`src/rtl/l1_line_xfer.sv`:
```
// l1_line_xfer: moves one cache line between the L1 controller and word memory.
//   clk, rst (async, active-low)
//   req__valid/ready/we/line_addr/wr_line : line request from the cache controller
//   resp__valid/rd_line                   : one-cycle completion pulse and filled line
//   l1_to_mem__en/we/addr/wr_data/rd_data : per-word memory beats, read data 1 cycle late
module l1_line_xfer #(
  parameter int WORDS = 4,
  parameter int WORDS__LOG2 = 2,
  parameter int ADDR_WIDTH = 61,
  parameter int DATA_WIDTH = 64
) (
  input  logic                                clk,
  input  logic                                rst,
  input  logic                                req__valid,
  output logic                                req__ready,
  input  logic                                req__we,
  input  logic [ADDR_WIDTH-WORDS__LOG2-1:0]   req__line_addr,
  input  logic [WORDS*DATA_WIDTH-1:0]         req__wr_line,
  output logic                                resp__valid,
  output logic [WORDS*DATA_WIDTH-1:0]         resp__rd_line,
  output logic [ADDR_WIDTH-1:0]               l1_to_mem__addr,
  output logic [DATA_WIDTH-1:0]               l1_to_mem__wr_data,
  input  logic [DATA_WIDTH-1:0]               l1_to_mem__rd_data,
  output logic                                l1_to_mem__en,
  output logic                                l1_to_mem__we
);
  localparam int LW = ADDR_WIDTH - WORDS__LOG2;
  typedef enum logic [2:0] {IDLE, WRITE, READ, DRAIN, DONE} state_t;
  state_t state, state_d;
  logic [WORDS__LOG2-1:0] cnt, cnt_d, cap_idx;
  logic [LW-1:0] line_q, line_src;
  logic [WORDS*DATA_WIDTH-1:0] wr_line_q, wr_src;
  logic en_d, we_d, valid_d, accept, last, cap_en;
  assign accept = req__ready && req__valid;
  assign last = cnt == WORDS__LOG2'(WORDS - 1);
  // the first beat is registered at the acceptance edge, before line_q/wr_line_q hold the request
  assign line_src = accept ? req__line_addr : line_q;
  assign wr_src = accept ? req__wr_line : wr_line_q;
  // read data trails its beat by one cycle: word cnt-1 arrives while beat cnt is out, the last one in DRAIN
  assign cap_en = (state == READ && cnt != '0) || state == DRAIN;
  assign cap_idx = state == DRAIN ? cnt : cnt - 1'b1;
  always_comb begin
    state_d = state;
    cnt_d = cnt;
    en_d = 1'b0;
    we_d = 1'b0;
    valid_d = 1'b0;
    unique case (state)
      IDLE: if (accept) begin
        state_d = req__we ? WRITE : READ;
        cnt_d = '0;
        en_d = 1'b1;
        we_d = req__we;
      end
      WRITE, READ: if (last) begin
        state_d = state == WRITE ? DONE : DRAIN;
        valid_d = state == WRITE;
      end else begin
        cnt_d = cnt + 1'b1;
        en_d = 1'b1;
        we_d = state == WRITE;
      end
      DRAIN: begin
        state_d = DONE;
        valid_d = 1'b1;
      end
      DONE: state_d = IDLE;
      default: state_d = IDLE;
    endcase
  end
  always_ff @(posedge clk or negedge rst) begin
    if (!rst) begin
      state <= IDLE;
      cnt <= '0;
      line_q <= '0;
      wr_line_q <= '0;
      req__ready <= 1'b0;
      resp__valid <= 1'b0;
      resp__rd_line <= '0;
      l1_to_mem__en <= 1'b0;
      l1_to_mem__we <= 1'b0;
      l1_to_mem__addr <= '0;
      l1_to_mem__wr_data <= '0;
    end else begin
      state <= state_d;
      cnt <= cnt_d;
      req__ready <= state_d == IDLE;
      resp__valid <= valid_d;
      l1_to_mem__en <= en_d;
      l1_to_mem__we <= we_d;
      l1_to_mem__addr <= en_d ? {line_src, cnt_d} : '0;
      l1_to_mem__wr_data <= we_d ? wr_src[cnt_d*DATA_WIDTH +: DATA_WIDTH] : '0;
      if (accept) begin
        line_q <= req__line_addr;
        wr_line_q <= req__wr_line;
      end
      if (cap_en) resp__rd_line[cap_idx*DATA_WIDTH +: DATA_WIDTH] <= l1_to_mem__rd_data;
    end
  end
endmodule

```
`config.mk`:
```
export PLATFORM = sky130hd
export DESIGN_NAME = l1_line_xfer
export DESIGN_NICKNAME = d
export VERILOG_FILES = /design/src/rtl/l1_line_xfer.sv
export SDC_FILE = /design/constraint.sdc
export NUM_CORES = 1
export LEC_CHECK = 0
export BUFFER_PORTS_ARGS = -buffer_cell sky130_fd_sc_hd__buf_4
export CAP_MARGIN = 20
export CORE_AREA = 2 2 303 305
export DETAILED_ROUTE_END_ITERATION = 8
export DIE_AREA = 0 0 305 307
export PLACE_DENSITY = 0.58
export RECOVER_POWER = 100
export SYNTH_ARGS = -nofsm -noshare
export SYNTH_HDL_FRONTEND = slang
export SYNTH_SLANG_ARGS = --single-unit
```
`constraint.sdc`:
```
create_clock -name clk -period 3.2 [get_ports clk]
set_clock_uncertainty 0.15 [all_clocks]
set_input_delay 0.16 -clock clk [delete_from_list [all_inputs] [get_ports clk]]
set_output_delay 0.16 -clock clk [all_outputs]
set_load 0.005 [all_outputs]
```
# Word-level counts from Yosys, hierarchy flattened
# Index checks and enable logic that the tools add are counted.
[word_totals]
ff_bits = 705
input_bits = 383
out_inout_bits = 385
elab_cells = 50
[op_classes]
add_sub_neg = 3
n_eq_ne = 4
n_shift = 3
n_mux = 22
n_reduce_logical = 7
[ops]
columns = ["cell", "count"]
rows = [
  ["$bwmux 256", 1],
  ["$mux 256", 1],
  ["$shift 64x34->256 const A", 1],
  ["$shiftx 256x9->64", 1],
  ["$shiftx 64x34->256", 1],
  ["$mux 64", 1],
  ["$mux 61", 1],
  ["$mux 59", 1],
  ["$neg 8->34", 1],
  ["$mux 3", 3],
  ["$pmux 3 s3", 1],
  ["$mux 2", 4],
  ["$eq 3x2->1 const B", 2],
  ["$logic_not 3->1", 2],
  ["$pmux 1 s2", 3],
  ["$mux 1", 5],
  ["$pmux 2 s2", 1],
  ["$eq 3x1->1 const B", 1],
  ["$add 2x1->2 const B", 1],
  ["$eq 2x2->1 const B", 1],
  ["$logic_and 1x1->1", 2],
  ["$reduce_bool 2->1", 1],
  ["$reduce_or 2->1", 1],
  ["$sub 2x1->2 const B", 1],
  ["$logic_or 1x1->1", 1],
]

# Longest topological paths before layout
[depth]
ltp_word = 5
depth_mapped = 10

# Least setup slack after synthesis
# No wires, ideal clock.
[synth_timing]
kind = "reg-to-reg"
from = "register cnt[1]"
to = "register resp__rd_line[100]"
setup_ps = 65
arrival_time_ps = 2307
setup_slack_ps = 677
path_stages_with_launch = 9
path_buffers = 1
synth_period_minus_slack_ps = 2523
path_cell_list = "dfrtp_1 -> inv_1 -> ha_1 -> mux2_2 -> inv_1 -> ha_1 -> nor4_4 -> buf_6 -> a22o_1"
[synth_via]
elab_chain_len = 5
elab_cells_between_ends = 9
classes_between = "2 x add/sub; 2 x shift; 2 x mux; 3 x reduce/logical"
[synth_rtl]
columns = ["item", "line", "source"]
rows = [
  ["from (decl)", "30", "logic [WORDS__LOG2-1:0] cnt, cnt_d, cap_idx;"],
  ["from (signal assigned)", "86", "cnt <= cnt_d;"],
  ["$sub 2x1->2", "41", "assign cap_idx = state == DRAIN ? cnt : cnt - 1'b1;"],
  ["$mux 2", "41", ""],
  ["$neg 8->34", "97", "if (cap_en) resp__rd_line[cap_idx*DATA_WIDTH +: DATA_WIDTH] <= l1_to_mem__rd_data;"],
  ["$shiftx 64x34->256 or $shift 64x34->256 (tied branches)", "97", ""],
  ["$bwmux 256", "97", ""],
  ["to (signal, indexed assignment)", "97", ""],
  ["to (decl)", "20", "output logic [WORDS*DATA_WIDTH-1:0] resp__rd_line,"],
]
# Several ways; a longest one is shown, not always the timed one.
# A chain may end at the register's enable or synchronous reset.

# Worst setup path in the final report
[layout_timing]
from = "register state[0]"
to = "register l1_to_mem__wr_data[33]"
[layout_via]
elab_chain_len = 5
elab_cells_between_ends = 9
classes_between = "2 x eq/ne; 1 x shift; 4 x mux; 2 x reduce/logical"
[layout_rtl]
columns = ["item", "line", "source"]
rows = [
  ["from (decl)", "29", "state_t state, state_d;"],
  ["from (signal assigned)", "85", "state <= state_d;"],
  ["$eq 3x2->1 or $eq 3x1->1 (tied branches)", "48, 61", ""],
  ["$reduce_or 2->1", "48", "unique case (state)"],
  ["$pmux 2 s2", "48", ""],
  ["$shiftx 256x9->64", "92", "l1_to_mem__wr_data <= we_d ? wr_src[cnt_d*DATA_WIDTH +: DATA_WIDTH] : '0;"],
  ["$mux 64 *", "92", ""],
  ["to (signal assigned)", "92", ""],
  ["to (decl)", "22", "output logic [DATA_WIDTH-1:0] l1_to_mem__wr_data,"],
]
# Mark *: on every way between the ends. The rest lies on a longest branch, timed or not.

==> results.md <==
Status:
- The run finished, with violations left.
- The checks that failed: max-capacitance violations, max-slew violations.

Routing:
- The residual DRC count is 0.
- The total number of vias is 23.9k.
- The first detailed-routing pass ran for 5 iterations.
- In the final routed layout, each cell accounts on average for 18.9 microns.
- The detail route stage leaves a number of antenna-violating nets equal to 0.
- For this block, the initial DRC count from the detailed router was 1681.
- The total length of routed wires is 95400 microns.
- Dividing the detail-routed via count by the number of cells gives 4.73.

Critical path:
- The total stage count of the critical path is 8.
- STA classifies the critical path endpoint as a flop.
- For this run, the slowest stage of the critical path takes 0.63 ns.
- In this run the register-to-register setup slack is around 0.25 ns.
- The signal on the critical path passes through clkbuf_2, a211oi_2, o31a_1, nor2_1, inv_2, buf_12, nor2_1, o32ai_1.
- The launch point of the worst path is state[0].
- On the critical path the largest part of the delay comes from buffers and inverters.
- The critical path launch point type is a flop.
- The count of buffer and inverter cells on the critical path is 3.
- The setup path with the least slack is of type flop to flop.
- The cell at the slowest stage of the critical path is inv_2.
- In this run the critical register-to-register path is captured at l1_to_mem__wr_data[33].
- Measured in cells, the most critical reg-to-reg path has a length of 8.
- Of all nets on the critical path, the largest fanout is 39.
- The worst register-to-register path begins at state[0].
- The data required time of the worst path is 3.54 ns.
- The arrival time of data at the critical path endpoint is 3.29 ns.
- The capture point of the worst path is l1_to_mem__wr_data[33].
- In this design, the critical path's most frequently occurring cell is nor2_1.

Synth:
- The average instance in the mapped netlist occupies 10.2 sq um.
- The proportion of synthesized flip-flops having asynchronous set or reset is 100%.
- The number of flops mapped to enable cells by yosys is 0.
- The summed instance area of the synthesized netlist is roughly 27000 sq um.
- The net count of the mapped netlist is 3045.
- For this run, the leading register cell type out of synthesis is dfrtp_1.
- The post-synthesis cell type count is 47.
- During synthesis, Yosys emitted a total of 0 warnings.
- Of the synthesized area, sequential elements account for between 60% and 70%.
- Synthesis produced 2656 cells.
- The number of storage elements in the synthesis netlist is 705.

Global route:
- Global routing used 4.63% of the available met3 tracks.
- The global routing met2 resource utilization is 32.1%.
- The via count of the first global-routing pass was 24.3k.
- Summed over all layers, the global routing overflow is 0.
- Entering global routing, the biggest net connects approximately 140 pins.
- The total track usage is between 10% and 20%.
- The wire length of the first global-routing pass is around 150000 microns.
- For met1 alone, demand over resource in global routing was 25.8%.
- The busiest layer in global routing is met2.
- The initial antenna violation count is 10.

Place:
- The number of buffers added on ports is 767.
- The half-perimeter wire length after placement is 62600 microns.
- The congestion estimate from routability-driven global placement came to between 0.8 and 0.9.

STA:
- The maximum achievable frequency is 339 MHz.
- The number of hold violations in the final report is 0.
- The post-route minimum period is 2.95 ns.
- In the final timing run, aggregate negative setup slack is 0 ns.
- At the pin with the least slew margin, the transition time is between 1.5 and 2 ns.
- Setup repair after global routing left no endpoint under its margin.
- The worst pin sits at a relative slew slack of -3.54%.
- The number of slew-limit violations in the final report came to 62.
- In the finished design, the share of the clock period the worst path needs comes to around 92%.
- The count of final setup violators is 0.

Power:
- The worst-case IR drop observed on VDD is about 0.0013 V.
- Dividing total power by cell area gives a power density of 963 nW/um^2.
- The leakage dissipation is 19.9 nW.
- The power after layout is ~0.038 W.

Run:
- The max-cap violation count is 1.

Clocking:
- Buffers inserted during clock tree synthesis total 79.
- The total clock sinks is ~700.
- The clock insertion delay at the later pin of the skew report is 0.63 ns.
- CTS built an H-tree with a depth of 3.
- The number of setup buffers added after CTS is 0.
- The clock slew seen by the registers of the worst setup and hold paths is 0.06 ns.
- The cell sitting at the root of the clock tree is a clkbuf_16.
- No sink is reached through more buffers than the 3 on the longest clock path.
- Post-CTS repair changed the size of 0 cells.
- TritonCTS built the clock tree.

Floorplan:
- The starting utilization of the core area is 29.9%.
- The core area is between 90000 and 100000 sq um.
- between 700 and 800 I/O pins were placed.
- The die is 307 microns tall.
- The horizontal extent of the die is around 310 microns.
- The floorplan has 111 rows.
- The die covers 93600 sq um.

Final layout:
- Relative to the synthesized area, the layout overhead comes to 47.3%.
- The fill cell instance count of the final layout is 8733.
- The final-stage net count is approximately 4.2k.
- The post-route netlist has 20.0% of its cells at a drive strength greater than 1.

Min path:
- The kind of path behind the tightest hold check is input port to flop.
[routing by layer]
metal,vias up,wire length (microns)
met5,-,13
met4,2,3290
met3,183,6690
met2,917,45200
met1,11709,40300
li1,11044,-
[worst min-delay path by stage]
stage	cells past startpoint	startpoint	slack, ns	to
3_5_place_dp	1	rst	0.06	wr_line_q[100]
4_1_cts	4	req__wr_line[194]	0.07	wr_line_q[194]
6_report	4	req__wr_line[194]	0.13	wr_line_q[194]
5_1_grt	4	req__wr_line[208]	0.13	wr_line_q[208]
2_1_floorplan	0	rst	-0.29	cnt[0]
3_3_place_gp	1	rst	0.06	wr_line_q[100]
[cells in the mapped netlist (5+ instances only)]
cell type,count,area [sq um]
o32ai_1,63,552
o21ai_0,109,546
ha_1,6,75.1
buf_1,11,41.3
a22o_1,192,1680
buf_4,5,37.5
dfrtp_1,705,17600
inv_1,69,259
clkbuf_1,86,323
a21oi_1,61,305
buf_2,58,290
buf_6,21,236
o21ai_1,19,95.1
nand2_1,948,3560
nand3_1,64,320
nor2_1,195,732
[state kept, by name (all words and copies together), names as in the netlist]
signal,cells
line_q,59
resp__rd_line,256
resp__valid,1
l1_to_mem__addr,61
l1_to_mem__we,1
state,3
cnt,2
l1_to_mem__en,1
wr_line_q,256
req__ready,1
l1_to_mem__wr_data,64
[layout by cell type, fill, tap and decap left out, types with 8 or more instances in the layout]
master	synthesis	final
o21ai_0	109	109
a22o_1	192	192
o21ai_1	19	19
o32ai_1	63	63
nand2_1	948	946
diode_2	0	8
a21oi_1	61	61
buf_12	0	14
buf_4	5	395
inv_1	69	70
clkbuf_8	0	18
clkbuf_4	0	205
clkbuf_16	0	80
clkbuf_1	86	231
nor2_1	195	196
dlygate4sd3_1	0	391
dfrtp_1	705	705
clkbuf_2	0	15
nand3_1	64	64
[layout make-up]
type | count | area [sq um] | area share, %
antenna | 8 | 20.0 | 0.0502
clock buffer | 120 | 2330 | 5.85
clock inverter | 19 | 272 | 0.681
inverter | 72 | 270 | 0.678
multi-input combinational | 1698 | 8270 | 20.7
sequential | 705 | 17600 | 44.2
tap | 1186 | 1480 | 3.72
timing repair buffer | 1231 | 9580 | 24.0
[through the flow]
step	instances	utilization (%)	hold WS (ns)	cell area [sq um]	worst slack, ns
2_1_floorplan	2656	-	-0.286	27100	0.677
3_5_place_dp	4501	37.8	0.0558	34300	0.366
4_1_cts	5031	45.0	0.0699	40800	0.324
3_3_place_gp	4501	37.8	0.0560	34300	0.427
5_1_grt	5039	44.0	0.130	39900	0.0368
6_report	5039	44.0	0.132	39900	0.248
[what timing repair did]
action | CTS | global route
hold buffers | 391 | 0
endpoints found under the setup margin | 0 | 0
hold endpoints to repair | 1195 | 0
[kinds of logic (layout without fill, tap and decap cells)]
family	Yosys count	after routing	synth area share, %
and+or+nand+nor	1232	1232	17.8
DFF	705	705	65.2
AOI/OAI and AO/OA	456	456	12.2
buffers and inverters	253	1442	4.43
adders and majority gates	6	6	0.277
xor gates and xnor gates	2	2	0.0925
muxes	2	2	0.0786
other	0	8	0
[worst min-delay path, cell delays in order]
cell           delay [ns]
dlygate4sd3_1        0.52
buf_4                0.09
nand2_1              0.04
nand2_1              0.06
[power by group]
group,leakage (nW),internal (W),switching (W)
combinational,9.52,0.00588,0.00893
clock,1.27,0.00537,0.00376
sequential,9.08,0.0128,0.00167
No activity file was read; power rests on OpenSTA's default activity.
